$ cat src/rtl/fifo_word_packer_pkg.sv
// +------------------------------------------------------------------+
// | fifo_word_packer_pkg : shared defaults and FSM state encoding    |
// | Revision: 1.0                                                    |
// +------------------------------------------------------------------+
`default_nettype none

package fifo_word_packer_pkg;

  localparam int DEFAULT_WIDTH = 4;
  localparam int DEFAULT_PACK  = 4;

  typedef enum logic [0:0] {
    ST_FILL = 1'b0,
    ST_HOLD = 1'b1
  } pack_state_e;

endpackage

`default_nettype wire

$ cat src/rtl/fifo_word_packer_if.sv
// +------------------------------------------------------------------+
// | fifo_word_packer_if : upstream FIFO read + downstream word bus   |
// | Revision: 1.0                                                    |
// +------------------------------------------------------------------+
`default_nettype none

interface fifo_word_packer_if
  import fifo_word_packer_pkg::*;
#(
  parameter int WIDTH = DEFAULT_WIDTH,
  parameter int PACK  = DEFAULT_PACK
);

  logic                    empty;
  logic [WIDTH-1:0]        readData;
  logic                    readEn;
  logic [WIDTH*PACK-1:0]   outData;
  logic                    outValid;
  logic                    outReady;
  logic [3:0]              nibCnt;
  logic [7:0]              wordsOut;

  modport master (
    output empty, readData, outReady,
    input  readEn, outData, outValid, nibCnt, wordsOut
  );

  modport slave (
    input  empty, readData, outReady,
    output readEn, outData, outValid, nibCnt, wordsOut
  );

endinterface

`default_nettype wire

$ cat src/rtl/fifo_word_packer_pack_shifter.sv
// +------------------------------------------------------------------+
// | pack_shifter : slot-indexed nibble write into the assembly reg   |
// | Revision: 1.0                                                    |
// +------------------------------------------------------------------+
`default_nettype none

module pack_shifter
  import fifo_word_packer_pkg::*;
#(
  parameter int WIDTH = DEFAULT_WIDTH,
  parameter int PACK  = DEFAULT_PACK
) (
  input  wire logic                  clk,
  input  wire logic                  rst,
  input  wire logic                  wr_en,
  input  wire logic [WIDTH-1:0]      wr_data,
  input  wire logic                  clr,
  output logic      [WIDTH*PACK-1:0] asm_reg,
  output logic      [3:0]            asm_cnt
);

  logic [WIDTH*PACK-1:0] asm_reg_q, asm_reg_d;
  logic [3:0]            asm_cnt_q, asm_cnt_d;

  always_comb begin
    asm_reg_d = asm_reg_q;
    asm_cnt_d = asm_cnt_q;
    // clr only arrives in HOLD, where no read can be pending
    if (clr) begin
      asm_cnt_d = 4'd0;
    end else if (wr_en) begin
      for (int s = 0; s < PACK; s++) begin
        if (asm_cnt_q == 4'(s)) begin
          asm_reg_d[s*WIDTH +: WIDTH] = wr_data;
        end
      end
      asm_cnt_d = asm_cnt_q + 4'd1;
    end
  end

  always_ff @(posedge clk or posedge rst) begin
    if (rst) begin
      asm_reg_q <= '0;
      asm_cnt_q <= 4'd0;
    end else begin
      asm_reg_q <= asm_reg_d;
      asm_cnt_q <= asm_cnt_d;
    end
  end

  assign asm_reg = asm_reg_q;
  assign asm_cnt = asm_cnt_q;

endmodule

`default_nettype wire

$ cat src/rtl/fifo_word_packer.sv
// +------------------------------------------------------------------+
// | fifo_word_packer : packs PACK FIFO nibbles into one output word  |
// | Revision: 1.0                                                    |
// +------------------------------------------------------------------+
`default_nettype none

module fifo_word_packer
  import fifo_word_packer_pkg::*;
#(
  parameter int WIDTH = DEFAULT_WIDTH,
  parameter int PACK  = DEFAULT_PACK
) (
  input wire logic          clk,
  input wire logic          rst,
  fifo_word_packer_if.slave bus
);

  localparam logic [3:0] PACK_CNT = 4'(PACK);

  pack_state_e           state_q, state_d;
  logic                  rd_pend_q, rd_pend_d;
  logic [WIDTH*PACK-1:0] out_reg_q, out_reg_d;
  logic                  out_valid_q, out_valid_d;
  logic [7:0]            words_out_q, words_out_d;

  logic [WIDTH*PACK-1:0] asm_reg;
  logic [3:0]            asm_cnt;
  logic [4:0]            fill_level;
  logic                  rd_en;
  logic                  copy;
  logic                  accept;

  // Count the read already in flight so the register never over-fills
  assign fill_level = {1'b0, asm_cnt} + 5'(rd_pend_q);
  assign rd_en      = !rst && !bus.empty && (fill_level < {1'b0, PACK_CNT});
  assign accept     = out_valid_q && bus.outReady;

  pack_shifter #(
    .WIDTH (WIDTH),
    .PACK  (PACK)
  ) u_pack_shifter (
    .clk     (clk),
    .rst     (rst),
    .wr_en   (rd_pend_q),
    .wr_data (bus.readData),
    .clr     (copy),
    .asm_reg (asm_reg),
    .asm_cnt (asm_cnt)
  );

  always_comb begin
    state_d = state_q;
    copy    = 1'b0;
    case (state_q)
      ST_FILL: begin
        if (rd_pend_q && (asm_cnt == PACK_CNT - 4'd1)) begin
          state_d = ST_HOLD;
        end
      end
      ST_HOLD: begin
        if (!out_valid_q || bus.outReady) begin
          copy    = 1'b1;
          state_d = ST_FILL;
        end
      end
      default: state_d = ST_FILL;
    endcase
  end

  always_comb begin
    rd_pend_d   = rd_en;
    out_reg_d   = out_reg_q;
    out_valid_d = out_valid_q;
    words_out_d = words_out_q;
    if (copy) begin
      out_reg_d   = asm_reg;
      out_valid_d = 1'b1;
    end else if (accept) begin
      out_valid_d = 1'b0;
    end
    if (accept) begin
      words_out_d = words_out_q + 8'd1;
    end
  end

  always_ff @(posedge clk or posedge rst) begin
    if (rst) begin
      state_q     <= ST_FILL;
      rd_pend_q   <= 1'b0;
      out_reg_q   <= '0;
      out_valid_q <= 1'b0;
      words_out_q <= 8'd0;
    end else begin
      state_q     <= state_d;
      rd_pend_q   <= rd_pend_d;
      out_reg_q   <= out_reg_d;
      out_valid_q <= out_valid_d;
      words_out_q <= words_out_d;
    end
  end

  assign bus.readEn   = rd_en;
  assign bus.outData  = out_reg_q;
  assign bus.outValid = out_valid_q;
  assign bus.nibCnt   = asm_cnt;
  assign bus.wordsOut = words_out_q;

endmodule

`default_nettype wire

$ cat src/flat_wrapper.sv
// flat-port wrapper written by rule: the top's interface ports become plain ports
module fifo_word_packer_flat import fifo_word_packer_pkg::*;
#(
  parameter int WIDTH = DEFAULT_WIDTH,
  parameter int PACK  = DEFAULT_PACK
)
  (clk, rst, bus_empty, bus_readData, bus_outReady, bus_readEn, bus_outData, bus_outValid, bus_nibCnt, bus_wordsOut);
  fifo_word_packer_if #(.WIDTH(WIDTH), .PACK(PACK)) bus_i ();
  input wire logic clk;
  input wire logic rst;
  input wire logic [$bits(bus_i.empty)-1:0] bus_empty;
  input wire logic [$bits(bus_i.readData)-1:0] bus_readData;
  input wire logic [$bits(bus_i.outReady)-1:0] bus_outReady;
  output wire logic [$bits(bus_i.readEn)-1:0] bus_readEn;
  output wire logic [$bits(bus_i.outData)-1:0] bus_outData;
  output wire logic [$bits(bus_i.outValid)-1:0] bus_outValid;
  output wire logic [$bits(bus_i.nibCnt)-1:0] bus_nibCnt;
  output wire logic [$bits(bus_i.wordsOut)-1:0] bus_wordsOut;
  assign bus_i.empty = bus_empty;
  assign bus_i.readData = bus_readData;
  assign bus_i.outReady = bus_outReady;
  assign bus_readEn = bus_i.readEn;
  assign bus_outData = bus_i.outData;
  assign bus_outValid = bus_i.outValid;
  assign bus_nibCnt = bus_i.nibCnt;
  assign bus_wordsOut = bus_i.wordsOut;
  fifo_word_packer #(.WIDTH(WIDTH), .PACK(PACK)) u_core (.clk(clk), .rst(rst), .bus(bus_i));
endmodule
$ cat config.mk
export PLATFORM = sky130hd
export DESIGN_NAME = fifo_word_packer_flat
export DESIGN_NICKNAME = d
export VERILOG_FILES = /design/src/rtl/fifo_word_packer_pkg.sv /design/src/rtl/fifo_word_packer_if.sv /design/src/rtl/fifo_word_packer_pack_shifter.sv /design/src/rtl/fifo_word_packer.sv /design/src/flat_wrapper.sv
export SDC_FILE = /design/constraint.sdc
export NUM_CORES = 1
export LEC_CHECK = 0
export ABC_AREA = 1
export ABC_CLOCK_PERIOD_IN_PS = 2700
export BUFFER_PORTS_ARGS = -buffer_cell sky130_fd_sc_hd__buf_2
export CAP_MARGIN = 10
export CORE_ASPECT_RATIO = 0.7
export CORE_MARGIN = 2
export CORE_UTILIZATION = 26
export DETAILED_ROUTE_END_ITERATION = 10
export SETUP_SLACK_MARGIN = 0.5
export SYNTH_ARGS = -nofsm -noshare
export SYNTH_HDL_FRONTEND = slang
export SYNTH_SLANG_ARGS = --single-unit
$ cat constraint.sdc
create_clock -name clk -period 2.7 [get_ports clk]
set_input_delay 0.135 -clock clk [delete_from_list [all_inputs] [get_ports clk]]
set_output_delay 0.135 -clock clk [all_outputs]
set_load 0.02 [all_outputs]
Word level (Yosys, flattened, before mapping)
Cells that the tools add are included.

cells by class
  reduce and logical (&&, ||, !) cells = 15
  eq/ne operators = 3
  multiplexer cells = 9
  add/sub/neg operators = 3
  $lt $le $gt $ge = 1
  bitwise logic cells = 2

operators with widths
  kind                   count
  $reduce_and A3 Y1      4
  $add A8 B1 Y8 const B  1
  $eq A4 B2 Y1 const B   2
  $mux W4                2
  $mux W1                6
  $add A4 B1 Y5          1
  $lt A5 B3 Y1 const B   1
  $add A4 B1 Y4 const B  1
  $eq A4 B1 Y1 const B   1
  $logic_and A1 B1 Y1    4
  $logic_not A4 Y1       1
  $reduce_bool A2 Y1     2
  $logic_not A1 Y1       3
  $not A1 Y1             2
  $pmux W1 S2            1
  $logic_or A1 B1 Y1     1

word-level totals
  output and inout port bits = 30
  input bits = 8
  register bits = 47

Longest topological paths before layout
Gate-level depths: netlist (run 1).

  word-level depth = 6
  gate-level depth with buffers = 7
  mapped depth without buffers = 6

By module
From an unflattened synthesis (run 1), not the netlist that was laid out.

second synthesis, totals
  cell total of the unflattened synthesis = 234
  area, all modules = 2090.8 um2

modules (own cells, without submodules)
  module            times used  area each (um2)  cells each
  fifo_word_packer  1           1162.4           129
  pack_shifter      1           928.4            105

Worst setup path after synthesis (run 1)
Ideal clock, no wire load.

  path kind = register -> register
  start = register u_core.u_pack_shifter.asm_cnt_q[2] (netlist: u_core.u_pack_shifter.asm_cnt[2])
  end = register u_core.rd_pend_q
  data required time = 2.515 ns
  library setup time = 0.185 ns
  data arrival time = 1.222 ns
  setup slack = 1.293 ns
  buffers on the path = 0
  cell stages (with the launch flop) = 4
  cells stage by stage = dfrtp_1 > inv_1 > nand2_2 > nor3_1

between the ends
  cells in the longest elaborated chain, start to end = 3

ends and longest elaborated chain
  element                   RTL line                             RTL
  start: declaration        fifo_word_packer_pack_shifter.sv:23  logic [3:0] asm_cnt_q, asm_cnt_d;
  start signal: assignment  fifo_word_packer_pack_shifter.sv:47  asm_cnt_q <= asm_cnt_d;
  $add A4 B1 Y5             fifo_word_packer.sv:34               assign fill_level = {1'b0, asm_cnt} + 5'(rd_pend_q);
  $lt A5 B3 Y1              fifo_word_packer.sv:35               assign rd_en = !rst && !bus.empty && (fill_level < {1'b0, PACK_CNT});
  $logic_and A1 B1 Y1       fifo_word_packer.sv:35
  via bus_readEn            flat_wrapper.sv:14                   output wire logic [$bits(bus_i.readEn)-1:0] bus_readEn;
  end signal: assignment    fifo_word_packer.sv:95               rd_pend_q <= rd_pend_d;
  end: declaration          fifo_word_packer.sv:21               logic rd_pend_q, rd_pend_d;

The timed path passes the listed nets, and every way through them passes these cells.
A chain may end at the register's enable or synchronous reset.

Final worst setup path (run 1)
  start = register u_core.out_valid_q (netlist: u_core.bus.outValid)
  end = register u_core.out_reg_q[6] (netlist: u_core.bus.outData[6])

between the ends
  cells in the longest elaborated chain, start to end = 4

ends and longest elaborated chain
  element                   RTL line                RTL
  start: declaration        fifo_word_packer.sv:23  logic out_valid_q, out_valid_d;
  start signal: assignment  fifo_word_packer.sv:97  out_valid_q <= out_valid_d;
  $logic_not A1 Y1          fifo_word_packer.sv:61  if (!out_valid_q || bus.outReady) begin
  $logic_or A1 B1 Y1        fifo_word_packer.sv:61
  $mux W1                   fifo_word_packer.sv:61
  $mux W1                   fifo_word_packer.sv:54  case (state_q)
  end signal: assignment    fifo_word_packer.sv:96  out_reg_q <= out_reg_d;
  end: declaration          fifo_word_packer.sv:22  logic [WIDTH*PACK-1:0] out_reg_q, out_reg_d;

No other way between the ends.

==> results of run 1 <==
layout by cell type, fill, tap and decap left out:
master,Yosys,routed
inv_2,3,4
nand3_2,3,3
nand4_1,12,12
a21oi_1,3,3
clkinvlp_4,0,1
nand2_2,4,4
o21ai_0,4,4
dfrtp_1,47,47
nor2_4,2,2
mux2_2,1,1
xor2_1,2,2
nand2_1,103,103
nand3b_1,3,3
inv_1,13,12
nand3_1,8,8
nor3_1,1,1
clkbuf_16,0,5
ha_1,5,5
buf_2,3,37
nor2_1,9,9
bufinv_16,0,2
or2_2,1,1
layout make-up:
type	count	area [µm²]	area share [%]
clock inverter	3	67.6	2.69
tap	101	126	5.03
multi-input combinational	161	773	30.8
inverter	16	60.1	2.39
sequential	47	1180	46.8
clock buffer	5	125	4.98
timing repair buffer	37	185	7.37
through the flow:
stage,area [µm²],cells
after floorplan,2050,230
after global placement,2320,362
after detailed placement,2320,362
after CTS,2510,370
after global routing,2510,370
final,2510,370
power breakdown:
part	internal [mW]	leakage [nW]	switching, mW
clock	0.530	0.0900	0.262
sequential	0.946	0.608	0.157
combinational	0.246	0.685	0.483
total	1.72	1.38	0.902
worst min-delay path by stage:
stage | to | startpoint | slack (ns) | cells past startpoint
after detailed placement | u_core.rd_pend_q | bus_empty | 0.40 | 3
after global routing | u_core.rd_pend_q | bus_empty | 0.11 | 3
final | u_core.u_pack_shifter.asm_cnt[2] | rst | 0.08 | 2
after global placement | u_core.rd_pend_q | bus_empty | 0.39 | 3
after CTS | u_core.rd_pend_q | bus_empty | 0.1 | 3
after floorplan | u_core.u_pack_shifter.asm_reg[12] | bus_readData[0] | 0.28 | 2
worst register-to-register path, cell delays in order (launching register included):
cell and delay [ns]:
dfrtp_1 0.45, nand2_2 0.10, nand2_2 0.60, inv_2 0.32
nand2_1 0.15, nand2_1 0.06
metal layers:
metal | GRT usage [%] | vias to the layer above | part of all wire, %
met5 | 0 | - | 0
met3 | 3.82 | 6 | 5.7
met2 | 15.3 | 29 | 42
met1 | 14.8 | 702 | 51
li1 | - | 799 | -
met4 | 4.25 | 0 | 1.2
cells by family (layout without fill, tap and decap cells):
family / Yosys count / after routing
xor+xnor: 2 / 2
simple gates: 146 / 146
compound gates: 7 / 7
buf+inv: 22 / 61
mux: 1 / 1
fa+ha+maj: 5 / 5
flops: 47 / 47
==> flow_metrics.py, run 1 <==
metrics = {
    "run_status": {
        "status": "complete, no violations",
    },
    "place": {
        "port_buffers": 37,
        "hpwl_mm": 2.91,
        "gp_congestion": 0.737,
        "pre_cts_ws_ns": 0.939,
    },
    "critical_path": {
        "worst_path_max_delay_cell": "nand2_2",
        "r2r_start": "u_core.bus.outValid",
        "cp_slowest_stage_delay_ns": 0.60,
        "rr_endpoint": "u_core.bus.outData[6]",
        "critical_path_buf_inv_count": 1,
        "cp-endpoint": "u_core.bus.outData[6]",
        "r2r_setup_slack_ns": 0.91,
        "crit_cells": 5,
        "start_kind": "register",
        "path_max_fanout": 41,
        "path_class": "register to register",
        "worstSetupStartpoint": "u_core.bus.outValid",
        "reg2reg_depth": 5,
        "worstPathArrival_ns": 1.96,
        "worstSetupEndpointType": "register",
        "worstPathCellList": "nand2_2, nand2_2, inv_2, nand2_1, nand2_1",
        "required_ns": 2.87,
        "crit_family": "simple AND/OR/NAND/NOR gates",
    },
    "timing": {
        "worst_pin_slew_ns": 0.967,
        "fmaxAchievable_ghz": 0.559,
        "setup_tns_ns": 0,
        "clock_skew_ns": 0.00519,
        "rsz0062_at_grt": "false",
        "period_share_pct": 66.2,
        "setup_violations": 0,
        "finalHoldViolations": 0,
        "whs_ns": 0.0792,
        "fin_crit_ns": 1.79,
        "slew_headroom_pct": 35.5,
        "slew_violations": 0,
        "timing.final.ws_setup_ns": 0.912,
    },
    "synthesis": {
        "yosysTopAreaCell": "dfrtp_1",
        "synth-adder-area-share_pct": 3.05,
        "synth_edf_count": 0,
        "synth-compound-area-share_pct": 1.71,
        "ys_seq_elements": 47,
        "synthTopCellsByCount": "nand2_1, dfrtp_1, inv_1",
        "yosysWarnings": 0,
        "muxShareOfSynthArea_pct": 0.548,
        "synth_top_family_by_area": "simple AND/OR/NAND/NOR gates",
        "syn_inst": 230,
        "synthTopCellsByArea": "dfrtp_1, nand2_1, nand4_1",
        "synth-seq-area-share_pct": 57.2,
        "syn-num-nets": 243,
        "synth_cell_types": 21,
        "synth_xor_area_share_pct": 0.853,
        "synth_most_common_cell": "nand2_1",
        "syn_area_per_cell_um2": 8.93,
        "async_reset_ff_share_pct": 100,
        "synthSimpleGateAreaFrac_pct": 31.5,
        "synth_ff_type": "dfrtp_1",
        "syn_area_mm2": 0.00205,
        "synth_top_area_share_pct": 57.2,
    },
    "layout": {
        "utilization_pct": 32.4,
        "fillers": 843,
        "final_layout_size_suffix_gt1_share_pct": 22.3,
        "n_antenna_cell": 0,
        "synthToLayoutAreaGrowth_pct": 22.4,
        "nNetsFinal": 281,
    },
    "cts": {
        "cts_hold_buf": 0,
        "clk_pin_slew_worst_paths_ns": 0.07,
        "clk_latency_ns": 0.29,
        "h-tree-depth": 2,
        "cts_buffers": 5,
        "ctsRootBufferMaster": "clkbuf_16",
        "ctsResizeCount": 0,
        "cts_tree": "yes",
        "cts_sinks": 47,
        "post_cts_buffers": 0,
        "clockBufferDepth": 2,
    },
    "route": {
        "avgViaCountPerCell": 4.15,
        "postRouteAntennaNets": 0,
        "detail_route.wl_per_cell_um": 11.2,
        "drc": 0,
        "drt-initial-drc-count": 108,
        "wl_mm": 4.14,
        "num_vias": 1536,
        "firstDrtPassIters": 4,
    },
    "global_route": {
        "grtUsageTotal_pct": 10.8,
        "grt_pass1_vias": 1488,
        "grt_start_max_net_pins": 48,
        "overflow": 0,
        "grt_first_pass_wirelength_mm": 7.11,
        "antenna_found_initial": 0,
    },
    "min_path": {
        "holdCritPathClass": "input port to asynchronous set/reset pin",
    },
    "job": {
        "max_cap_violations": 0,
    },
    "floorplanning": {
        "io-pin-count": 38,
        "die_h_um": 78.4,
        "core_mm2": 0.00777,
        "die_w_um": 110,
        "die-area_mm2": 0.00864,
        "start_util_pct": 26.4,
        "row_count": 27,
    },
    "pwr": {
        "cellLeakagePower_nw": 1.38,
        "power_mw": 2.62,
        "ir_worst_vdd_mv": 0.481,
        "p_per_area_mw_per_mm2": 1040,
    },
}
Power figures use the tool's default switching activity.
==> inputs of run 2 (changes only) <==
--- a/config.mk
+++ b/config.mk
@@ -6,7 +6,7 @@
 export NUM_CORES = 1
 export LEC_CHECK = 0
 export ABC_AREA = 1
-export ABC_CLOCK_PERIOD_IN_PS = 2700
+export ABC_CLOCK_PERIOD_IN_PS = 1500
 export BUFFER_PORTS_ARGS = -buffer_cell sky130_fd_sc_hd__buf_2
 export CAP_MARGIN = 10
 export CORE_ASPECT_RATIO = 0.7
==> constraint.sdc (replaced) <==
create_clock -name clk -period 1.5 [get_ports clk]
set_input_delay 0.075 -clock clk [delete_from_list [all_inputs] [get_ports clk]]
set_output_delay 0.075 -clock clk [all_outputs]
set_load 0.02 [all_outputs]
==> flow_metrics.py, run 2 (same netlist as run 1, synthesis figures left out) <==
metrics = {
    "run_status": {
        "status": "complete, no violations",
    },
    "min_path": {
        "min_to": "u_core.u_pack_shifter.asm_reg[13]",
        "min_from": "bus_readData[1]",
        "hold_depth": 3,
        "holdCritPathClass": "input port to register",
    },
    "cts": {
        "h-tree-depth": 2,
        "cts_buffers": 5,
        "cts_sinks": 47,
        "cts_tree": "yes",
        "clk_pin_slew_worst_paths_ns": 0.06,
        "ctsRootBufferMaster": "clkbuf_16",
        "clk_latency_ns": 0.29,
        "clockBufferDepth": 2,
    },
    "global_route": {
        "grtUsageTotal_pct": 13.0,
        "overflow": 0,
        "grt_start_max_net_pins": 48,
        "antenna_found_initial": 0,
        "grt_first_pass_wirelength_mm": 8.53,
        "grt_pass1_vias": 1706,
    },
    "pwr": {
        "ir_worst_vdd_mv": 0.823,
        "cellLeakagePower_nw": 1.67,
        "p_per_area_mw_per_mm2": 1690,
    },
    "route": {
        "detail_route.wl_per_cell_um": 13.6,
        "wl_mm": 5.58,
        "firstDrtPassIters": 4,
        "drt-initial-drc-count": 90,
        "num_vias": 1819,
        "avgViaCountPerCell": 4.45,
        "postRouteAntennaNets": 0,
        "drc": 0,
    },
    "critical_path": {
        "start_kind": "register",
        "worstSetupStartpoint": "u_core.u_pack_shifter.asm_cnt[0]",
        "r2r_start": "u_core.u_pack_shifter.asm_cnt[0]",
        "path_max_fanout": 4,
        "r2r_setup_slack_ns": 0.28,
        "worstPathArrival_ns": 1.19,
        "rr_endpoint": "u_core.u_pack_shifter.asm_reg[12]",
        "reg2reg_depth": 7,
        "path_class": "register to output pin",
        "worstSetupEndpointType": "output pin",
        "required_ns": 1.42,
    },
    "layout": {
        "synthToLayoutAreaGrowth_pct": 64.5,
        "final_layout_size_suffix_gt1_share_pct": 54.2,
        "mostFrequentLayoutCells": "nand2_1, dfrtp_1, buf_2",
        "final_common_cell": "nand2_1",
        "nNetsFinal": 320,
        "post_layout_nonfiller_instances": 409,
        "n_antenna_cell": 0,
    },
    "place": {
        "hpwl_mm": 3.05,
        "port_buffers": 37,
        "dpl.cell_count": 366,
        "gp_congestion": 0.781,
    },
    "floorplanning": {
        "die_h_um": 78.4,
        "die_w_um": 110,
        "start_util_pct": 26.4,
        "row_count": 27,
        "die-area_mm2": 0.00864,
        "core_mm2": 0.00777,
        "io-pin-count": 38,
    },
    "job": {
        "max_cap_violations": 0,
    },
    "timing": {
        "slew_violations": 0,
        "clock_skew_ns": 0.00336,
        "fin_crit_ns": 1.27,
        "worst_pin_slew_ns": 0.275,
        "period_share_pct": 84.4,
        "fmaxAchievable_ghz": 0.790,
        "setup_violations": 0,
        "setup_tns_ns": 0,
        "rsz0062_at_grt": "true",
        "finalHoldViolations": 0,
        "slew_headroom_pct": 81.7,
    },
}
## run 2: cell types whose count changed in the layout (fill, tap and decap cells not counted), moves of 7 or more
cell	previous run	this run
nand2_4	0	10
buf_6	0	15
dfrtp_2	0	11
nand2_2	4	27
nand3_1	8	1
nand2_1	103	70
dfrtp_1	47	36
buf_4	0	15
## run 2: how the worst max path moves through the flow
stage	to	slack, ns	cells after the start
after floorplan	u_core.u_pack_shifter.asm_reg[0]	0.39	5
after global placement	u_core.u_pack_shifter.asm_reg[8]	0.26	6
after detailed placement	u_core.u_pack_shifter.asm_reg[8]	0.22	6
after CTS	bus_readEn	0.22	4
after global routing	bus_readEn	0.18	4
final	bus_readEn	0.23	4
## run 2: where the power goes
| part | internal [mW] | switching (mW) | leakage, nW | total [mW] |
|---|---|---|---|---|
| clock network | 0.614 | 0.477 | 0.0658 | 1.09 |
| logic | 1.22 | 1.28 | 1.01 | 2.50 |
| registers | 1.73 | 0.376 | 0.595 | 2.10 |
## run 2: timing repair
action,in CTS,in global routing
buffers inserted,22,7
pin swaps,30,22
gates resized for setup,57,50
hold endpoints to repair,47,0
setup endpoints to repair,44,51
hold buffers,1,0
gates cloned,5,0
## run 2: area by class of cell
| cell class | instances | area, µm² |
|---|---|---|
| clock buffers | 5 | 125 |
| clock inverters | 3 | 20.0 |
| fillers | 739 | 4390 |
| inverters | 16 | 81.3 |
| multi-input cells | 162 | 1120 |
| flip-flops and latches | 47 | 1190 |
| well taps | 101 | 126 |
| repair buffers | 75 | 712 |
## run 2: metal layers
| metal | part of all wire [%] | vias up | global-route usage, % |
|---|---|---|---|
| li1 | - | 884 | - |
| met1 | 44 | 878 | 17.8 |
| met2 | 48 | 48 | 19.6 |
| met3 | 6.0 | 9 | 3.65 |
| met4 | 1.6 | 0 | 4.50 |
| met5 | 0 | - | 0 |
## run 2: per-stage QoR
stage / worst slack, ns / cell area (µm²) / util [%] / hold slack (ns) / power, mW
after floorplan: 0.386 / 2150 / - / 0.0980 / 3.07
after global placement: 0.259 / 2470 / 31.8 / 0.162 / 3.50
after detailed placement: 0.222 / 2470 / 31.8 / 0.164 / 3.54
after CTS: 0.219 / 3140 / 40.5 / 0.0704 / 5.28
after global routing: 0.176 / 3380 / 43.5 / 0.0818 / 6.06
final: 0.234 / 3380 / 43.5 / 0.0764 / 5.70
## run 2: worst max-delay path, cell delays in order, from the launching register on
cell,delay [ns]
dfrtp_2,0.44
nand2_2,0.08
nor2_2,0.19
nor3_4,0.06
buf_6,0.13
